File: src/rtl/mux_sel_arbiter_if.sv
// rtl/mux_sel_arbiter_if.sv - request/grant/select bundle between two requesters and the mux arbiter
interface mux_sel_arbiter_if;
    logic req_a;
    logic req_b;
    logic gnt_a;
    logic gnt_b;
    logic sel;
    logic preempt;
    logic busy;

    modport master (
        output req_a, req_b,
        input  gnt_a, gnt_b, sel, preempt, busy
    );

    modport slave (
        input  req_a, req_b,
        output gnt_a, gnt_b, sel, preempt, busy
    );
endinterface

File: src/rtl/mux_sel_arbiter.sv
// rtl/mux_sel_arbiter.sv - two-requester mux-select arbiter with hold limit and inter-owner gap
module mux_sel_arbiter #(
    parameter int MAX_HOLD = 8,
    parameter int GAP      = 1
) (
    input  logic             clk,
    input  logic             rst_n,
    mux_sel_arbiter_if.slave bus
);
    typedef enum logic [1:0] {ST_IDLE, ST_OWN_A, ST_OWN_B, ST_GAP} state_t;

    localparam logic [7:0] HOLD_MAX  = 8'(MAX_HOLD);
    localparam logic [7:0] HOLD_LAST = 8'(MAX_HOLD - 1);
    localparam logic [3:0] GAP_LAST  = (GAP > 0) ? 4'(GAP - 1) : 4'd0;
    localparam bit         HAS_GAP   = (GAP > 0);

    state_t     state, state_nxt;
    logic [7:0] hold_cnt, hold_nxt;
    logic [3:0] gap_cnt, gap_nxt;
    logic       last_a, last_a_nxt;
    logic       gnt_a_q, gnt_b_q, sel_q, preempt_q, busy_q;
    logic       sel_nxt, preempt_nxt;

    // Tie goes to whoever did not own last; a preempted owner is always last_a's side.
    function automatic state_t arbitrate(input logic ra, input logic rb, input logic la);
        if (ra && rb)
            return la ? ST_OWN_B : ST_OWN_A;
        else if (ra)
            return ST_OWN_A;
        else if (rb)
            return ST_OWN_B;
        else
            return ST_IDLE;
    endfunction

    always_ff @(posedge clk or negedge rst_n) begin
        if (!rst_n) begin
            state     <= ST_IDLE;
            hold_cnt  <= 8'd0;
            gap_cnt   <= 4'd0;
            last_a    <= 1'b0;
            gnt_a_q   <= 1'b0;
            gnt_b_q   <= 1'b0;
            sel_q     <= 1'b1;
            preempt_q <= 1'b0;
            busy_q    <= 1'b0;
        end else begin
            state     <= state_nxt;
            hold_cnt  <= hold_nxt;
            gap_cnt   <= gap_nxt;
            last_a    <= last_a_nxt;
            gnt_a_q   <= (state_nxt == ST_OWN_A);
            gnt_b_q   <= (state_nxt == ST_OWN_B);
            sel_q     <= sel_nxt;
            preempt_q <= preempt_nxt;
            busy_q    <= (state_nxt != ST_IDLE);
        end
    end

    always_comb begin
        state_nxt   = state;
        preempt_nxt = 1'b0;
        case (state)
            ST_IDLE: state_nxt = arbitrate(bus.req_a, bus.req_b, last_a);
            ST_OWN_A: begin
                if (!bus.req_a) begin
                    state_nxt = HAS_GAP ? ST_GAP : (bus.req_b ? ST_OWN_B : ST_IDLE);
                end else if (bus.req_b && hold_cnt >= HOLD_LAST) begin
                    preempt_nxt = 1'b1;
                    state_nxt   = HAS_GAP ? ST_GAP : ST_OWN_B;
                end
            end
            ST_OWN_B: begin
                if (!bus.req_b) begin
                    state_nxt = HAS_GAP ? ST_GAP : (bus.req_a ? ST_OWN_A : ST_IDLE);
                end else if (bus.req_a && hold_cnt >= HOLD_LAST) begin
                    preempt_nxt = 1'b1;
                    state_nxt   = HAS_GAP ? ST_GAP : ST_OWN_A;
                end
            end
            ST_GAP: begin
                if (gap_cnt >= GAP_LAST)
                    state_nxt = arbitrate(bus.req_a, bus.req_b, last_a);
            end
            default: state_nxt = ST_IDLE;
        endcase
    end

    // Counters clear whenever the state is entered anew, including an A<->B handover.
    always_comb begin
        hold_nxt   = 8'd0;
        gap_nxt    = 4'd0;
        last_a_nxt = last_a;
        sel_nxt    = sel_q;
        if ((state_nxt == ST_OWN_A || state_nxt == ST_OWN_B) && state_nxt == state)
            hold_nxt = (hold_cnt == HOLD_MAX) ? hold_cnt : hold_cnt + 8'd1;
        if (state_nxt == ST_GAP && state == ST_GAP)
            gap_nxt = (gap_cnt == 4'hF) ? gap_cnt : gap_cnt + 4'd1;
        if (state_nxt == ST_OWN_A) begin
            last_a_nxt = 1'b1;
            sel_nxt    = 1'b1;
        end else if (state_nxt == ST_OWN_B) begin
            last_a_nxt = 1'b0;
            sel_nxt    = 1'b0;
        end
    end

    assign bus.gnt_a   = gnt_a_q;
    assign bus.gnt_b   = gnt_b_q;
    assign bus.sel     = sel_q;
    assign bus.preempt = preempt_q;
    assign bus.busy    = busy_q;
endmodule

File: src/flat_wrapper.sv
// flat-port wrapper written by rule: the top's interface ports become plain ports
module mux_sel_arbiter_flat 
#(
    parameter int MAX_HOLD = 8,
    parameter int GAP      = 1
)
  (clk, rst_n, bus_req_a, bus_req_b, bus_gnt_a, bus_gnt_b, bus_sel, bus_preempt, bus_busy);
  mux_sel_arbiter_if bus_i ();
  input  logic clk;
  input  logic rst_n;
  input wire logic [$bits(bus_i.req_a)-1:0] bus_req_a;
  input wire logic [$bits(bus_i.req_b)-1:0] bus_req_b;
  output wire logic [$bits(bus_i.gnt_a)-1:0] bus_gnt_a;
  output wire logic [$bits(bus_i.gnt_b)-1:0] bus_gnt_b;
  output wire logic [$bits(bus_i.sel)-1:0] bus_sel;
  output wire logic [$bits(bus_i.preempt)-1:0] bus_preempt;
  output wire logic [$bits(bus_i.busy)-1:0] bus_busy;
  assign bus_i.req_a = bus_req_a;
  assign bus_i.req_b = bus_req_b;
  assign bus_gnt_a = bus_i.gnt_a;
  assign bus_gnt_b = bus_i.gnt_b;
  assign bus_sel = bus_i.sel;
  assign bus_preempt = bus_i.preempt;
  assign bus_busy = bus_i.busy;
  mux_sel_arbiter #(.MAX_HOLD(MAX_HOLD), .GAP(GAP)) u_core (.clk(clk), .rst_n(rst_n), .bus(bus_i));
endmodule
File: config.mk
export PLATFORM = sky130hd
export DESIGN_NAME = mux_sel_arbiter_flat
export DESIGN_NICKNAME = d
export VERILOG_FILES = /design/src/rtl/mux_sel_arbiter_if.sv /design/src/rtl/mux_sel_arbiter.sv /design/src/flat_wrapper.sv
export SDC_FILE = /design/constraint.sdc
export NUM_CORES = 1
export LEC_CHECK = 0
export ABC_CLOCK_PERIOD_IN_PS = 2200
export CORE_UTILIZATION = 40
export CTS_CLUSTER_SIZE = 10
export DETAILED_ROUTE_END_ITERATION = 6
export GPL_TIMING_DRIVEN = 1
export MAX_ROUTING_LAYER = met4
export SYNTH_ARGS = -nofsm -noshare
export SYNTH_HDL_FRONTEND = slang
export SYNTH_SLANG_ARGS = --single-unit
File: constraint.sdc
create_clock -name clk -period 2.2 [get_ports clk]
set_clock_uncertainty 0.1 [all_clocks]
set_input_delay 0.33 -clock clk [delete_from_list [all_inputs] [get_ports clk]]
set_output_delay 0.33 -clock clk [all_outputs]
set_load 0.02 [all_outputs]
=== After elaboration in Yosys (flattened, before gate mapping) ===
Index checks and enable logic that the tools add are counted.

* Multipliers: 0
* Div/mod/pow operators: 0
* Reductions and logical operators: 9
* Order comparisons: 2
* Multiplexer cells: 21
* Add/subtract/negate cells: 2
* Bitwise logic cells: 0
* Equal/unequal tests: 11
* Shift operators: 0

{| class="wikitable"
|+ Operator list
! kind !! number
|-
| 2-bit two-way mux || 9
|-
| 8-bit two-way mux || 2
|-
| 8-bit by 1-bit adder with 8-bit output (second input constant) || 1
|-
| 2-bit == test (second input constant) || 4
|-
| 8-bit by 4-bit == test with 1-bit output (second input constant) || 1
|-
| 8-bit by 3-bit >= comparator with 1-bit output (second input constant) || 1
|-
| 4-bit two-way mux || 2
|-
| 2-bit one-hot mux with 4 select lines || 1
|-
| 1-bit two-way mux || 6
|-
| 1-bit logical AND || 5
|-
| 4-bit by 1-bit adder with 4-bit output (second input constant) || 1
|-
| 2-bit by 1-bit == test with 1-bit output (second input constant) || 2
|-
| 4-bit == test (second input constant) || 1
|-
| 4-bit by 1-bit >= comparator with 1-bit output (second input constant) || 1
|-
| 2-bit != test (second input constant) || 2
|-
| 2-bit nonzero test || 2
|-
| 2-bit == test || 1
|-
| 2-bit zero test || 1
|-
| 1-bit one-hot mux with 2 select lines || 1
|-
| 1-bit logical OR || 1
|}

* RAM bits: 0
* Register bits after elaboration: 20
* Memories kept: 0
* ROM bits: 0
* Bits in latches: 0
* Logic and storage cells: 54

=== Depth between registers and ports, before layout ===
* Word-level depth: 9
* Depth in mapped cells: 9

=== Worst setup path after synthesis ===
No wires, ideal clock.

* Kind: flip-flop to flip-flop
* Start: reg u_core.state[0]
* End: reg u_core.hold_cnt[1]
* Clock period less this slack: 2.293 ns
* Data arrival time: 2.048 ns
* Buffers on the path: 0
* Stages on the path, launching flop included: 10
* Slack: -0.093 ns
* Cells stage by stage: dfrtp_1 -> inv_2 -> ha_1 -> or2_2 -> a31oi_1 -> a31oi_1 -> ha_1 -> clkinv_1 -> o2111ai_1 -> a211oi_1

{| class="wikitable"
|+ RTL lines
! element !! line !! source
|-
| start, declared || mux_sel_arbiter.sv:17 || <nowiki>state_t state, state_nxt;</nowiki>
|-
| start signal, assigned || mux_sel_arbiter.sv:48 || <nowiki>state <= state_nxt;</nowiki>
|-
| 2-bit == test (tied with other cells) || mux_sel_arbiter.sv:63 || <nowiki>case (state)</nowiki>
|-
| 2-bit one-hot mux with 4 select lines (*) || mux_sel_arbiter.sv:63 ||
|-
| net u_core.state_nxt[1] || mux_sel_arbiter.sv:17 ||
|-
| 2-bit by 1-bit == test with 1-bit output / 2-bit == test (equally long branches) || mux_sel_arbiter.sv:95 || <nowiki>if ((state_nxt == ST_OWN_A || state_nxt == ST_OWN_B) && state_nxt == state)</nowiki>
|-
| 1-bit logical OR || mux_sel_arbiter.sv:95 ||
|-
| 1-bit logical AND (*) || mux_sel_arbiter.sv:95 ||
|-
| 2-bit != test (no line) / 8-bit two-way mux (equally long branches) || -- ||
|-
| end signal, assigned || mux_sel_arbiter.sv:49 || <nowiki>hold_cnt <= hold_nxt;</nowiki>
|-
| end, declared || mux_sel_arbiter.sv:18 || <nowiki>logic [7:0] hold_cnt, hold_nxt;</nowiki>
|}

Mark *: on every way through the listed nets, which the timed path passes. The rest lies on a longest branch.
A chain may end at the register's enable or synchronous reset.

=== Final worst setup path ===
* Start: reg u_core.hold_cnt[5]
* End: reg u_core.hold_cnt[6]

* Longest elaborated chain between the ends: 9

{| class="wikitable"
|+ RTL lines
! element !! line
|-
| 8-bit by 3-bit >= comparator with 1-bit output || mux_sel_arbiter.sv:68, mux_sel_arbiter.sv:76
|-
| 1-bit logical AND (on tied branches) || mux_sel_arbiter.sv:76, mux_sel_arbiter.sv:68
|-
| 2-bit two-way mux (on tied branches) || mux_sel_arbiter.sv:76, mux_sel_arbiter.sv:68
|-
| 2-bit two-way mux (on tied branches) || mux_sel_arbiter.sv:74, mux_sel_arbiter.sv:66
|-
| 2-bit one-hot mux with 4 select lines || mux_sel_arbiter.sv:63
|-
| 2-bit by 1-bit == test with 1-bit output / 2-bit == test (equally long branches) || mux_sel_arbiter.sv:95
|-
| 1-bit logical OR || mux_sel_arbiter.sv:95
|-
| 1-bit logical AND || mux_sel_arbiter.sv:95
|-
| 2-bit != test (no line) / 8-bit two-way mux (equally long branches) || --
|}

Several ways; a longest one is shown, not always the timed one. The select of a mux whose other input is x is not followed.

==> summary.md <==
| Metric | Value |
|---|---|
| Outcome | `finished with violations` |
| Failing checks | `negative setup slack` |
| Worst-path clk slew | `0.10 ns` |
| Die Y | `51.8 um` |
| HPWL after detailed placement | `1980 um` |
| Internal power | `1.43 mW` |
| NetSw | `1.14 mW` |
| Synth async-reset ratio | `100%` |
| Worst Hold Class | `in2async` |
| Final Cell Area | `1610 um2` |
| Power, Total | `2.57 mW` |
| Die Area | `2690 um2` |
| Vias | `1049` |
| Synth Instances | `99` |
| Non-filler instance count after layout | `182` |
| Layout Nets | `167` |
| Worst-margin pin slew | `0.627 ns` |
| Initial antenna violation count | `0` |
| Crit-path max FO | `6` |
| Top cell family by delay on the critical path | `simple AND/OR/NAND/NOR gates` |
| Share of the synthesized area in the top cell type | `37.8%` |
| Clock share of power | `7.9%` |
| Tcrit/Tclk final | `109%` |
| Synth Area in Compound Gates | `26.6%` |
| Largest family of logic cells by synthesized area | `compound AO/OA/AOI/OAI gates` |
| Max-cap violations | `0` |
| Syn_nets | `111` |
| Fmax | `0.416 GHz` |
| CTS tree | `done` |
| Root buffer cell | `clkbuf_4` |
| Die extent in x | `51.8 um` |
| Setup Viol. Count Final | `10` |
| Seq cells post-synth | `16` |
| Final min period | `2.40 ns` |
| ANT cells | `0` |
| Worst-Skew Late Latency | `0.29 ns` |
| Rows | `17` |
| Final ANT Viol Nets | `0` |
| Final Hold Vio Count | `0` |
| Sequential Power Share | `16.4%` |
| Largest cells by area after synthesis | `dfrtp_1, ha_1, a211oi_1, o2111ai_1, nand3_1` |
| Slowest stage delay, CP | `0.58 ns` |
| Simple-gate share of the synthesized area | `17.8%` |
| RSZ-0062 raised after global routing | `true` |
| I/O Buffers | `8` |
| DP Cell Count | `164` |
| # IOs | `9` |
| Switching Fraction | `44.4%` |
| CP endpoint kind | `flip-flop` |
| Total Wirelength | `3120 um` |
| Static Leak | `0.711 nW` |
| Yosys top cell by area | `dfrtp_1` |
| DR pass1 iterations | `4` |
| H-tree depth | `1` |
| Number of flops mapped to enable cells by yosys | `0` |
| Clk sinks | `16` |
| Final worst slack | `-0.203 ns` |
| DP Area | `1350 um2` |
| Share of cell area taken by muxes after synthesis | `0%` |
| CP required | `2.30 ns` |
| Worst setup path class | `reg2reg` |
| Crit path launch type | `flip-flop` |
| Initial Util | `43.7%` |
| Layout cells sized above 1 | `46.8%` |
| Buf/Inv on CP | `2` |
| Post-synthesis average cell area | `10.0 um2` |
| Syn Std Cell Area | `993 um2` |
| Vias in the first global route | `987` |
| Reg2Reg Setup Slack | `-0.20 ns` |
| Longest Clk Path Bufs | `2` |
| Initial DRC count | `24` |
| Routability cong. | `0.966` |
| Post-synthesis cell type count | `36` |
| Pwr dens | `1600 nW/um2` |
| Via-per-instance ratio | `5.76` |
| Xor and xnor area share after synthesis | `1.76%` |
| Worst rel slew slack | `57.8%` |
| Largest net degree at the start of global routing | `17` |
| Core Footprint | `2280 um2` |
| Global route overflow | `0` |
| Setup TNS | `-1.08 ns` |
| Combinational power share | `75.7%` |
| Total CTS buffers | `3` |
| CP arrival | `2.50 ns` |
| Primary FF master, synth | `dfrtp_1` |
| GRT Total Usage | `24.0%` |
| First-pass GRT wire length | `4570 um` |
| Critical path cell sequence | `or4_4 -> o211ai_4 -> nand3_2 -> o21ai_4 -> ha_4 -> clkinv_4 -> buf_6 -> o2111ai_1 -> a211oi_1` |
| Peak VDD IR | `1.62 mV` |
| DRC | `0` |
| Slowest CP cell | `or4_4` |
| Seq/Total Area, Yosys | `40.4%` |
| Slew Viols, Final | `0` |
| Synth Area in Adders | `10.1%` |
| Routed len/inst | `17.1 um` |
| Area Overhead vs Synth | `62.5%` |
| Warnings, synthesis | `0` |
power by group through the flow:
| stage | registers (mW) | clock network [mW] | logic [mW] |
|---|---|---|---|
| 2_1_floorplan | 0.466 | 0 | 0.634 |
| 3_3_place_gp | 0.423 | 0 | 1.21 |
| 3_5_place_dp | 0.428 | 0 | 1.25 |
| 4_1_cts | 0.423 | 0.198 | 1.61 |
| 5_1_grt | 0.431 | 0.214 | 2.07 |
| 6_report | 0.421 | 0.204 | 1.95 |
area by class of cell:
class / instances / area (um2)
inverter: 8 / 35.0
tap: 28 / 35.0
timing repair buffer: 52 / 418
clock buffer: 4 / 36.3
fill: 148 / 662
multi-input combinational: 74 / 688
sequential: 16 / 402
placed cells by master, fill, tap and decap left out, drive strengths merged, types with 2 or more instances in the layout:
master and instances:
a211oi 9, a21oi 2, a311o 2, a31oi 2, and3 2, buf 44, clkbuf 4, clkdlybuf4s50 8
dfrtp 15, ha 8, inv 7, nand2 8, nand2b 2, nand3 6, nand4 3, nor3 3
o2111ai 6, o21a 4, o21ai 2, xnor2 2
per-layer routing:
| layer | wire length [um] | up-vias | track usage (%) |
|---|---|---|---|
| met5 | 0 | - | - |
| met4 | 80 | 0 | 4.05 |
| met3 | 86 | 12 | 2.63 |
| met2 | 1580 | 34 | 41.7 |
| met1 | 1370 | 507 | 30.5 |
| li1 | - | 496 | - |
sequential cells by signal, indices dropped and copies added (netlist names):
signal / cells
u_core.bus.busy: 1
u_core.bus.gnt_a: 1
u_core.bus.gnt_b: 1
u_core.bus.preempt: 1
u_core.bus.sel: 1
u_core.hold_cnt: 8
u_core.last_a: 1
u_core.state: 2
logic make-up after synthesis:
logic type / count (synthesis)
xor gates and xnor gates: 2
DFF: 16
and+or+nand+nor: 32
buffers and inverters: 9
AOI/OAI and AO/OA: 32
adders and majority gates: 8
path summary, 6_finish.rpt:
| check | start | endpoint | cells past startpoint |
|---|---|---|---|
| setup / recovery | u_core.hold_cnt[5]$_DFFE_PN0P_ | u_core.hold_cnt[6]$_DFFE_PN0P_ | 9 |
| hold / removal | rst_n | u_core.state[0]$_DFF_PN0_ | 2 |
| setup reg to reg | u_core.hold_cnt[5]$_DFFE_PN0P_ | u_core.hold_cnt[6]$_DFFE_PN0P_ | 9 |
| hold reg to reg | u_core.bus.sel$_DFFE_PN1P_ | u_core.bus.sel$_DFFE_PN1P_ | 2 |
| max in group asynchronous | rst_n | u_core.bus.sel$_DFFE_PN1P_ | 2 |
| min in group clk | u_core.bus.sel$_DFFE_PN1P_ | u_core.bus.sel$_DFFE_PN1P_ | 2 |
Yosys cell counts, types with 3 or more instances:
library cell and n:
a211oi_1 8, dfrtp_1 15, ha_1 8, inv_1 6, nand2_1 8, nand3_1 6
nand4_1 3, nor3_1 3, o2111ai_1 6, o21a_1 4
through the flow:
step                      setup WS [ns]  hold slack, ns  utilization [%]
after global placement           -0.126           0.363             59.4
after detailed placement         -0.236           0.364             59.4
after floorplan                 0.00157         -0.0656                -
after global routing             -0.228           0.284             70.9
after CTS                        -0.154           0.256             65.3
final                            -0.203           0.247             70.9
repair_timing:
item / in CTS / in global routing
pin swaps: 7 / 5
resized for setup: 10 / 13
endpoints found under the setup margin: 8 / 10
hold buffers: 0 / 0
buffers inserted: 7 / 7
Power figures use the tool's default switching activity.
